### config.mk
export PLATFORM = sky130hd
export DESIGN_NAME = multicycle_controller
export DESIGN_NICKNAME = d
export VERILOG_FILES = /design/src/rtl/riscv_pkg.sv /design/src/rtl/alu_decoder.sv /design/src/rtl/multicycle_controller.sv
export SDC_FILE = /design/constraint.sdc
export NUM_CORES = 1
export LEC_CHECK = 0
export CORE_MARGIN = 3
export CORE_UTILIZATION = 30
export CTS_BUF_LIST = sky130_fd_sc_hd__clkbuf_8
export DETAILED_ROUTE_END_ITERATION = 10
export PLACE_DENSITY = 0.59
export RECOVER_POWER = 50
export SETUP_SLACK_MARGIN = 0.1
export SLEW_MARGIN = 25
export SYNTH_ARGS = -nofsm -noshare
export SYNTH_HDL_FRONTEND = slang
export SYNTH_SLANG_ARGS = --single-unit
### constraint.sdc
create_clock -name clk -period 5.4 [get_ports clk]
set_input_delay 0.54 -clock clk [delete_from_list [all_inputs] [get_ports clk]]
set_output_delay 0.54 -clock clk [all_outputs]
set_load 0.005 [all_outputs]
### src/rtl/riscv_pkg.sv
// riscv_pkg: shared definitions for the multicycle RV32I control path.
// Holds the controller state enum, the supported opcodes, the ALUOp and
// ALUControl encodings, the multiplexer select encodings and a small helper
// that tells whether an opcode is one the controller knows how to sequence.
package riscv_pkg;

  // Controller states, one per step of the shared datapath
  typedef enum logic [3:0] {
    S_FETCH    = 4'd0,
    S_DECODE   = 4'd1,
    S_MEMADR   = 4'd2,
    S_MEMREAD  = 4'd3,
    S_MEMWB    = 4'd4,
    S_MEMWRITE = 4'd5,
    S_EXECUTER = 4'd6,
    S_EXECUTEI = 4'd7,
    S_ALUWB    = 4'd8,
    S_BEQ      = 4'd9,
    S_JAL      = 4'd10
  } state_e;

  // Supported opcodes (Instr[6:0])
  localparam logic [6:0] OP_LW  = 7'b0000011;
  localparam logic [6:0] OP_SW  = 7'b0100011;
  localparam logic [6:0] OP_R   = 7'b0110011;
  localparam logic [6:0] OP_I   = 7'b0010011;
  localparam logic [6:0] OP_BEQ = 7'b1100011;
  localparam logic [6:0] OP_JAL = 7'b1101111;

  // ALUOp: what the ALU decoder is asked to produce
  localparam logic [1:0] ALUOP_ADD   = 2'b00;
  localparam logic [1:0] ALUOP_SUB   = 2'b01;
  localparam logic [1:0] ALUOP_FUNCT = 2'b10;

  // ALUControl encodings
  localparam logic [2:0] ALU_ADD = 3'b000;
  localparam logic [2:0] ALU_SUB = 3'b001;
  localparam logic [2:0] ALU_AND = 3'b010;
  localparam logic [2:0] ALU_OR  = 3'b011;
  localparam logic [2:0] ALU_SLT = 3'b101;

  // ResultSrc encodings
  localparam logic [1:0] RES_ALUOUT    = 2'b00;
  localparam logic [1:0] RES_DATA      = 2'b01;
  localparam logic [1:0] RES_ALURESULT = 2'b10;

  // ALUSrcA encodings
  localparam logic [1:0] SRCA_PC    = 2'b00;
  localparam logic [1:0] SRCA_OLDPC = 2'b01;
  localparam logic [1:0] SRCA_RD1   = 2'b10;

  // ALUSrcB encodings
  localparam logic [1:0] SRCB_RD2  = 2'b00;
  localparam logic [1:0] SRCB_IMM  = 2'b01;
  localparam logic [1:0] SRCB_FOUR = 2'b10;

  // ImmSrc encodings
  localparam logic [1:0] IMM_I = 2'b00;
  localparam logic [1:0] IMM_S = 2'b01;
  localparam logic [1:0] IMM_B = 2'b10;
  localparam logic [1:0] IMM_J = 2'b11;

  // True for every opcode the controller can execute
  function automatic logic is_legal_op(input logic [6:0] op);
    logic legal;
    case (op)
      OP_LW, OP_SW, OP_R, OP_I, OP_BEQ, OP_JAL: legal = 1'b1;
      default:                                  legal = 1'b0;
    endcase
    return legal;
  endfunction

endpackage

### src/rtl/alu_decoder.sv
// alu_decoder: turns ALUOp plus the instruction function fields into the
// ALU operation select. Purely combinational; also used by the single-cycle
// core.
// Ports:
//   alu_op_i      ALUOp from the main controller (00 add, 01 sub, 10 funct)
//   funct3_i      Instr[14:12]
//   op5_i         Instr[5], separates R-type from I-type
//   funct7b5_i    Instr[30]
//   alu_control_o ALU operation select
module alu_decoder
  import riscv_pkg::*;
(
  input  logic [1:0] alu_op_i,
  input  logic [2:0] funct3_i,
  input  logic       op5_i,
  input  logic       funct7b5_i,
  output logic [2:0] alu_control_o
);

  // ALU operation select from ALUOp and function fields
  always_comb begin
    alu_control_o = ALU_ADD;
    case (alu_op_i)
      ALUOP_ADD: alu_control_o = ALU_ADD;
      ALUOP_SUB: alu_control_o = ALU_SUB;
      ALUOP_FUNCT: begin
        case (funct3_i)
          3'b000: begin
            // addi never subtracts, even when its immediate sets bit 30
            if (op5_i & funct7b5_i) begin
              alu_control_o = ALU_SUB;
            end else begin
              alu_control_o = ALU_ADD;
            end
          end
          3'b010:  alu_control_o = ALU_SLT;
          3'b110:  alu_control_o = ALU_OR;
          3'b111:  alu_control_o = ALU_AND;
          default: alu_control_o = ALU_ADD;
        endcase
      end
      default: alu_control_o = ALU_ADD;
    endcase
  end

endmodule

### src/rtl/multicycle_controller.sv
// multicycle_controller: main control FSM of the multicycle RV32I core.
// Steps the shared datapath through fetch, decode and execute for lw, sw,
// R-type, I-type ALU, beq and jal, and counts retired instructions.
// Ports:
//   clk, reset        rising-edge clock, synchronous active-low reset
//   op, funct3,
//   funct7b5          instruction fields from IR
//   Zero              ALU zero flag (used combinationally in BEQ)
//   PCWrite, AdrSrc, MemWrite, IRWrite, ResultSrc, ALUSrcA, ALUSrcB,
//   ALUControl, ImmSrc, RegWrite   datapath controls
//   Illegal           one-cycle pulse in DECODE for an unsupported opcode
//   InstRet           retired-instruction counter
module multicycle_controller
  import riscv_pkg::*;
#(
  parameter int CNT_W = 32
) (
  input  logic             clk,
  input  logic             reset,
  input  logic [6:0]       op,
  input  logic [2:0]       funct3,
  input  logic             funct7b5,
  input  logic             Zero,
  output logic             PCWrite,
  output logic             AdrSrc,
  output logic             MemWrite,
  output logic             IRWrite,
  output logic [1:0]       ResultSrc,
  output logic [1:0]       ALUSrcA,
  output logic [1:0]       ALUSrcB,
  output logic [2:0]       ALUControl,
  output logic [1:0]       ImmSrc,
  output logic             RegWrite,
  output logic             Illegal,
  output logic [CNT_W-1:0] InstRet
);

  state_e           state_q;
  state_e           state_d;
  state_e           dec_state_s;
  logic [CNT_W-1:0] instret_q;
  logic [CNT_W-1:0] instret_d;
  logic             retire_s;
  logic             pc_update_s;
  logic             branch_s;
  logic             ir_write_s;
  logic             mem_write_s;
  logic             reg_write_s;
  logic [1:0]       alu_op_s;

  // Next-state selection
  always_comb begin
    state_d = S_FETCH;
    case (state_q)
      S_FETCH: state_d = S_DECODE;
      S_DECODE: begin
        case (op)
          OP_LW, OP_SW: state_d = S_MEMADR;
          OP_R:         state_d = S_EXECUTER;
          OP_I:         state_d = S_EXECUTEI;
          OP_BEQ:       state_d = S_BEQ;
          OP_JAL:       state_d = S_JAL;
          default:      state_d = S_FETCH;
        endcase
      end
      S_MEMADR: begin
        if (op[5]) begin
          state_d = S_MEMWRITE;
        end else begin
          state_d = S_MEMREAD;
        end
      end
      S_MEMREAD:  state_d = S_MEMWB;
      S_EXECUTER: state_d = S_ALUWB;
      S_EXECUTEI: state_d = S_ALUWB;
      S_JAL:      state_d = S_ALUWB;
      S_MEMWB:    state_d = S_FETCH;
      S_MEMWRITE: state_d = S_FETCH;
      S_ALUWB:    state_d = S_FETCH;
      S_BEQ:      state_d = S_FETCH;
      default:    state_d = S_FETCH;
    endcase
  end

  // An instruction retires in its last state; illegal ones never get there
  always_comb begin
    case (state_q)
      S_MEMWB, S_MEMWRITE, S_ALUWB, S_BEQ: retire_s = 1'b1;
      default:                             retire_s = 1'b0;
    endcase
    if (retire_s) begin
      instret_d = instret_q + {{(CNT_W-1){1'b0}}, 1'b1};
    end else begin
      instret_d = instret_q;
    end
  end

  // State and retired-instruction counter registers
  always_ff @(posedge clk) begin
    if (!reset) begin
      state_q   <= S_FETCH;
      instret_q <= {CNT_W{1'b0}};
    end else begin
      state_q   <= state_d;
      instret_q <= instret_d;
    end
  end

  // Moore control decode; during reset the FETCH decode is shown so the
  // datapath muxes sit in a known position
  always_comb begin
    if (reset) begin
      dec_state_s = state_q;
    end else begin
      dec_state_s = S_FETCH;
    end
    pc_update_s = 1'b0;
    branch_s    = 1'b0;
    ir_write_s  = 1'b0;
    mem_write_s = 1'b0;
    reg_write_s = 1'b0;
    AdrSrc      = 1'b0;
    ResultSrc   = RES_ALUOUT;
    ALUSrcA     = SRCA_PC;
    ALUSrcB     = SRCB_RD2;
    alu_op_s    = ALUOP_ADD;
    case (dec_state_s)
      S_FETCH: begin
        ir_write_s  = 1'b1;
        ALUSrcB     = SRCB_FOUR;
        ResultSrc   = RES_ALURESULT;
        pc_update_s = 1'b1;
      end
      S_DECODE: begin
        // OldPC + ImmExt: branch target held in ALUOut for BEQ
        ALUSrcA = SRCA_OLDPC;
        ALUSrcB = SRCB_IMM;
      end
      S_MEMADR: begin
        ALUSrcA = SRCA_RD1;
        ALUSrcB = SRCB_IMM;
      end
      S_MEMREAD: begin
        AdrSrc = 1'b1;
      end
      S_MEMWB: begin
        ResultSrc   = RES_DATA;
        reg_write_s = 1'b1;
      end
      S_MEMWRITE: begin
        AdrSrc      = 1'b1;
        mem_write_s = 1'b1;
      end
      S_EXECUTER: begin
        ALUSrcA  = SRCA_RD1;
        alu_op_s = ALUOP_FUNCT;
      end
      S_EXECUTEI: begin
        ALUSrcA  = SRCA_RD1;
        ALUSrcB  = SRCB_IMM;
        alu_op_s = ALUOP_FUNCT;
      end
      S_ALUWB: begin
        reg_write_s = 1'b1;
      end
      S_BEQ: begin
        ALUSrcA  = SRCA_RD1;
        alu_op_s = ALUOP_SUB;
        branch_s = 1'b1;
      end
      S_JAL: begin
        // OldPC + 4 is the link value; PC takes the target from ALUOut
        ALUSrcA     = SRCA_OLDPC;
        ALUSrcB     = SRCB_FOUR;
        pc_update_s = 1'b1;
      end
      default: begin
        pc_update_s = 1'b0;
      end
    endcase
  end

  // Immediate format follows the opcode alone
  always_comb begin
    case (op)
      OP_SW:   ImmSrc = IMM_S;
      OP_BEQ:  ImmSrc = IMM_B;
      OP_JAL:  ImmSrc = IMM_J;
      default: ImmSrc = IMM_I;
    endcase
  end

  alu_decoder u_alu_decoder (
    .alu_op_i      (alu_op_s),
    .funct3_i      (funct3),
    .op5_i         (op[5]),
    .funct7b5_i    (funct7b5),
    .alu_control_o (ALUControl)
  );

  // Write strobes are held off while reset is low
  assign PCWrite  = reset & (pc_update_s | (branch_s & Zero));
  assign IRWrite  = reset & ir_write_s;
  assign MemWrite = reset & mem_write_s;
  assign RegWrite = reset & reg_write_s;
  assign Illegal  = reset & (state_q == S_DECODE) & ~is_legal_op(op);
  assign InstRet  = instret_q;

endmodule

# == Word-level counts from Yosys, hierarchy flattened ==
# Cells that the tools add are included.
# word_totals
in_bits,14
output_inout_bits,49
register_bits,36
wordCells,78
# op_classes
n_mux,20
reduce_logical,14
add_sub_neg,1
n_eq_ne,31
bitwise,10
# op_table
operator,count
case mux 4 bit (5 select lines),2
adder 32 x 1 -> 32 bit (second input constant),1
== test 4 x 3 -> 1 bit (second input constant),8
== test 4 bit (second input constant),6
== test 4 x 2 -> 1 bit (second input constant),4
case mux 2 bit (2 select lines),4
== test 7 x 6 -> 1 bit (second input constant),2
== test 7 bit (second input constant),2
case mux 3 bit (4 select lines),1
OR reduction 2 bit,6
2-to-1 mux 1 bit,9
AND 1 bit,8
== test 4 x 1 -> 1 bit (second input constant),2
logical NOT 4 bit,2
OR reduction 4 bit,2
== test 7 x 2 -> 1 bit (second input constant),1
== test 7 x 5 -> 1 bit (second input constant),1
== test 3 bit (second input constant),2
case mux 2 bit (3 select lines),1
case mux 3 bit (2 select lines),1
OR reduction 3 bit,2
OR reduction 6 bit,1
2-to-1 mux 4 bit,1
== test 3 x 2 -> 1 bit (second input constant),1
other kinds (6),6

# == Longest topological paths before layout ==
# logic_depth
ltp_word,6
ltp_mapped,8
ltp_nobuf,7

# == Modules after synthesis ==
# Synthesis repeated with hierarchy kept, for this count alone.
# unflattened
cells_unflattened,260
area_unflattened_um2,2110.8
# by_module_without_submodules
mod,instances,seq_area_each_um2,cells_each,area_each_um2
multicycle_controller,1,720.7,249,2014.4
alu_decoder,1,0.0,11,96.3

# == Least setup slack after synthesis ==
# OpenSTA, ideal clock, no wires.
# synth_path
kind,input-to-output
from,input reset
to,output ALUControl[1]
t_required_ns,4.860
t_arrival_ns,1.756
path_slack_ns,3.104
cell_stages,5
path_buffers,1
cell_sequence,clkbuf_1 inv_1 nor4_1 ha_1 nor3_1
# synth_via
elab_chain_cells,6
elab_cells_between_ends,9
cone_classes,eq/ne (5); mux (3); reduce/logical (1)
# synth_lines
element,line_no,text
from (decl),multicycle_controller.sv:19,"input logic reset,"
2-to-1 mux 4 bit *,multicycle_controller.sv:112,if (reset) begin
== test 4 x 3 -> 1 bit,multicycle_controller.sv:127,case (dec_state_s)
OR reduction 2 bit (no source line),n/a,
case mux 2 bit (2 select lines) *,multicycle_controller.sv:127,
== test 2 bit / == test 2 x 1 -> 1 bit (equally long branches),alu_decoder.sv:23,case (alu_op_i)
case mux 3 bit (2 select lines) *,alu_decoder.sv:23,
to (decl),multicycle_controller.sv:31,"output logic [2:0] ALUControl,"
# Every way passes the cells marked *; elsewhere a longest branch is shown, timed or not.

# == Worst setup path after layout ==
# layout_path
from,input reset
to,output ALUSrcA[0]
# layout_via
elab_chain_cells,4
elab_cells_between_ends,10
cone_classes,eq/ne (6); mux (2); reduce/logical (2)
# layout_lines
element,line_no,text
2-to-1 mux 4 bit *,multicycle_controller.sv:112,
"== test 4 bit, or another cell as far along",multicycle_controller.sv:127,
OR reduction 4 bit (no source line) / OR reduction 2 bit (equally long branches),n/a,
case mux 2 bit (2 select lines) *,multicycle_controller.sv:127,
to (decl),multicycle_controller.sv:29,"output logic [1:0] ALUSrcA,"
# Marked as above.

==> key figures <==
Critical path
  – Critical path capture point type: output port
  – Arrival time at the worst endpoint: 3.23 ns
  – Cell family with most CP delay: buffers and inverters
  – Largest fanout on the critical path: 36
  – R2r setup slk: 2.85 ns
  – Cells along the critical path: dlygate4sd3_1 > inv_1 > clkbuf_1 > nor3_1 > clkdlybuf4s50_1
  – Worst Path Buf+Inv: 4
  – CP Launch Type: primary input
  – Setup Crit Path Kind: primary input to output port
  – R2R depth: 4
  – Worst EP required: 4.86 ns
  – CP peak stage delay: 1.18 ns
  – RR Startpoint: state_q[2]
  – Reg-to-Reg End: InstRet[20]
  – CP max-delay cell: clkbuf_1

Cells and area
  – # fillers: 705
  – Footprint of the multi-input gates: 1320 sq um
  – Commonest non-fill, non-tap cell in the layout: dfxtp_1
  – Layout cells sized above 1: 0.0363
  – Seq. cell area: 721 sq um
  – Layout net count: 348
  – Area Overhead vs Synth: 34.9%
  – Final std cells w/o fill: 427
  – Ant diodes: 0
  – Most frequent cells in the layout: dfxtp_1, dlygate4sd3_1, a21oi_1, clkdlybuf4s50_1, nand2_1
  – Cell area after layout: 2890 sq um

Logic synthesis
  – Sequential area share after synthesis: 0.336
  – Yosys top cell area share: 0.336
  – EDFF count, synth: 0
  – Syn Nets: 295
  – Largest cells by area after synthesis: dfxtp_1, a21oi_1, or4_1
  – Biggest area consumer among synthesized cells: dfxtp_1
  – Mapped Cells: 278
  – Synthesis warning total: 0
  – Prevailing post-synth register cell: dfxtp_1
  – Avg Cell Area, Syn: 7.71 sq um
  – Synth Register Bits: 36
  – Ys async rst share: 0
  – Yosys cell types: 41
  – Syn Std Cell Area: 2140 sq um

Die
  – Core area: 6870 sq um
  – Die Height: 90.6 um
  – Die ar.: 8200 sq um
  – Die W: 90.6 um
  – Site row count: 30
  – Initial Utilization: 0.312
  – Top Ports: 63

CTS
  – PostCTS Resize Cnt: 0
  – CTS root buf: clkbuf_8
  – CTS tree: done
  – Worst-path clk slew: 0.07 ns
  – Clock buffers created by TritonCTS: 5
  – Post-CTS Hold Buffers: 0
  – # Post-CTS Setup Buffers: 0
  – Clock Latency Late Sink: 0.29 ns
  – Clk sinks: 36
  – CTS Buffer Depth: 2
  – H-tree Lvls: 2

Min path
  – Hold path depth: 2
  – Hold endpoint: InstRet[31]
  – Min-Delay Path Class: flip-flop to flip-flop
  – Min-delay src: InstRet[31]

Detailed routing
  – Detail Route Antenna Nets: 0
  – Via count: 2239
  – Final WL: 5670 um
  – DR DRC count: 0
  – Wire length per cell: 13.3 um
  – Avg Vias per Cell: 5.24
  – First-iteration detailed-routing DRC count: 118
  – Drt pass-1 iters: 4

Global routing
  – Initial antenna violation count: 0
  – GRT Residual Overflow: 0
  – First-pass GRT wire length: 9540 um
  – Largest net degree at the start of global routing: 37
  – Total GRT Usage: 0.138
  – Vias in the first global route: 2065

Place
  – Dpl hpwl: 4070 um
  – IO buf count: 62
  – Placed Area: 2820 sq um
  – RD Place Congestion: 0.758
  – DP Cell Count: 420

Timing
  – Final Hold Viols: 0
  – # setup viols final: 0
  – Tcrit/Tclk final: 0.698
  – Slew Viols, Final: 37
  – RSZ-0062 raised after global routing: no
  – Skew final: 0.00541 ns
  – Max Fclk: 265 MHz
  – Slew headroom: -0.0743
  – Fin crit period: 3.77 ns
  – Fin Setup TNS: 0 ns
  – Slew @ Worst Pin: 1.61 ns

Pwr
  – Lkg Pwr: 0.976 nW
  – Worst-case vdd ir drop: 0.0668 mV
  – Pwr Density: 169 nW/um^2

Status
  – Failing checks: capacitance limit, slew limit
  – Status: finished with violations

Run
  – Max Cap Viol: 1
## metal layers
layer,routed length [um],GRT usage,vias up
met5,0,0,-
met4,40,0.0421,0
met3,381,0.0500,4
met2,2590,0.227,55
met1,2650,0.168,1032
li1,-,-,1148
## state kept, by name, indices dropped and copies added (netlist names)
name / cells
InstRet: 32
state_q: 4
## Yosys cell counts (5+ instances only)
cell	number
a21oi_1	30
inv_1	8
dfxtp_1	36
nand2b_1	6
nand3_1	10
xnor2_1	6
nand2_1	24
or4_1	13
nand4_1	8
nor4_1	5
clkbuf_1	15
and3_1	5
o31ai_1	9
o21ai_0	15
nor2_1	17
or3_1	11
nor3_1	14
## final cells by class
type / count / area share
Clock buffer: 5 / 0.0238
Clock inverter: 2 / 0.00303
Inverter: 8 / 0.0104
Multi-Input combinational cell: 217 / 0.457
Sequential cell: 36 / 0.249
Tap cell: 96 / 0.0415
Timing Repair Buffer: 63 / 0.216
## logic make-up (layout without fill, tap and decap cells)
group	after synthesis	count (layout)	share of synthesized area
DFF	36	36	0.336
xor gates and xnor gates	10	10	0.0408
buffers and inverters	25	78	0.0478
muxes	4	4	0.0193
adders and majority gates	3	3	0.0175
AOI/OAI and AO/OA	63	63	0.170
and+or+nand+nor	137	137	0.369
## worst min-delay path, stage by stage (launching register included)
cell,delay [ns]
dfxtp_1,0.32
o41ai_1,0.06
a21oi_1,0.05
## power breakdown
group	total, mW	leakage [nW]	internal (mW)	switching, mW
Combinational	0.0397	0.641	0.0209	0.0189
Clock	0.179	0.0452	0.0857	0.0935
Sequential	0.269	0.290	0.266	0.00262
## through the flow
step            util  hold WS, ns  power (mW)  worst slack [ns]
2_1_floorplan      -        0.462       0.292              3.10
3_3_place_gp   0.411        0.477       0.315              2.08
3_5_place_dp   0.411        0.480       0.315              1.99
4_1_cts        0.422        0.492       0.494              1.97
5_1_grt        0.421        0.504       0.509              1.36
6_report       0.421        0.481       0.488              1.63
## worst max-delay path by stage
stage               startpoint            end  slack (ns)  cells after the start
floorplan                reset  ALUControl[1]        3.10                      5
global placement         reset  ALUControl[1]        2.08                      6
detailed placement       reset  ALUControl[1]        1.99                      6
CTS                      reset  ALUControl[1]        1.97                      6
global route             reset     ALUSrcA[1]        1.36                      5
finish                   reset     ALUSrcA[0]        1.63                      5
No activity file was read; power rests on OpenSTA's default activity.
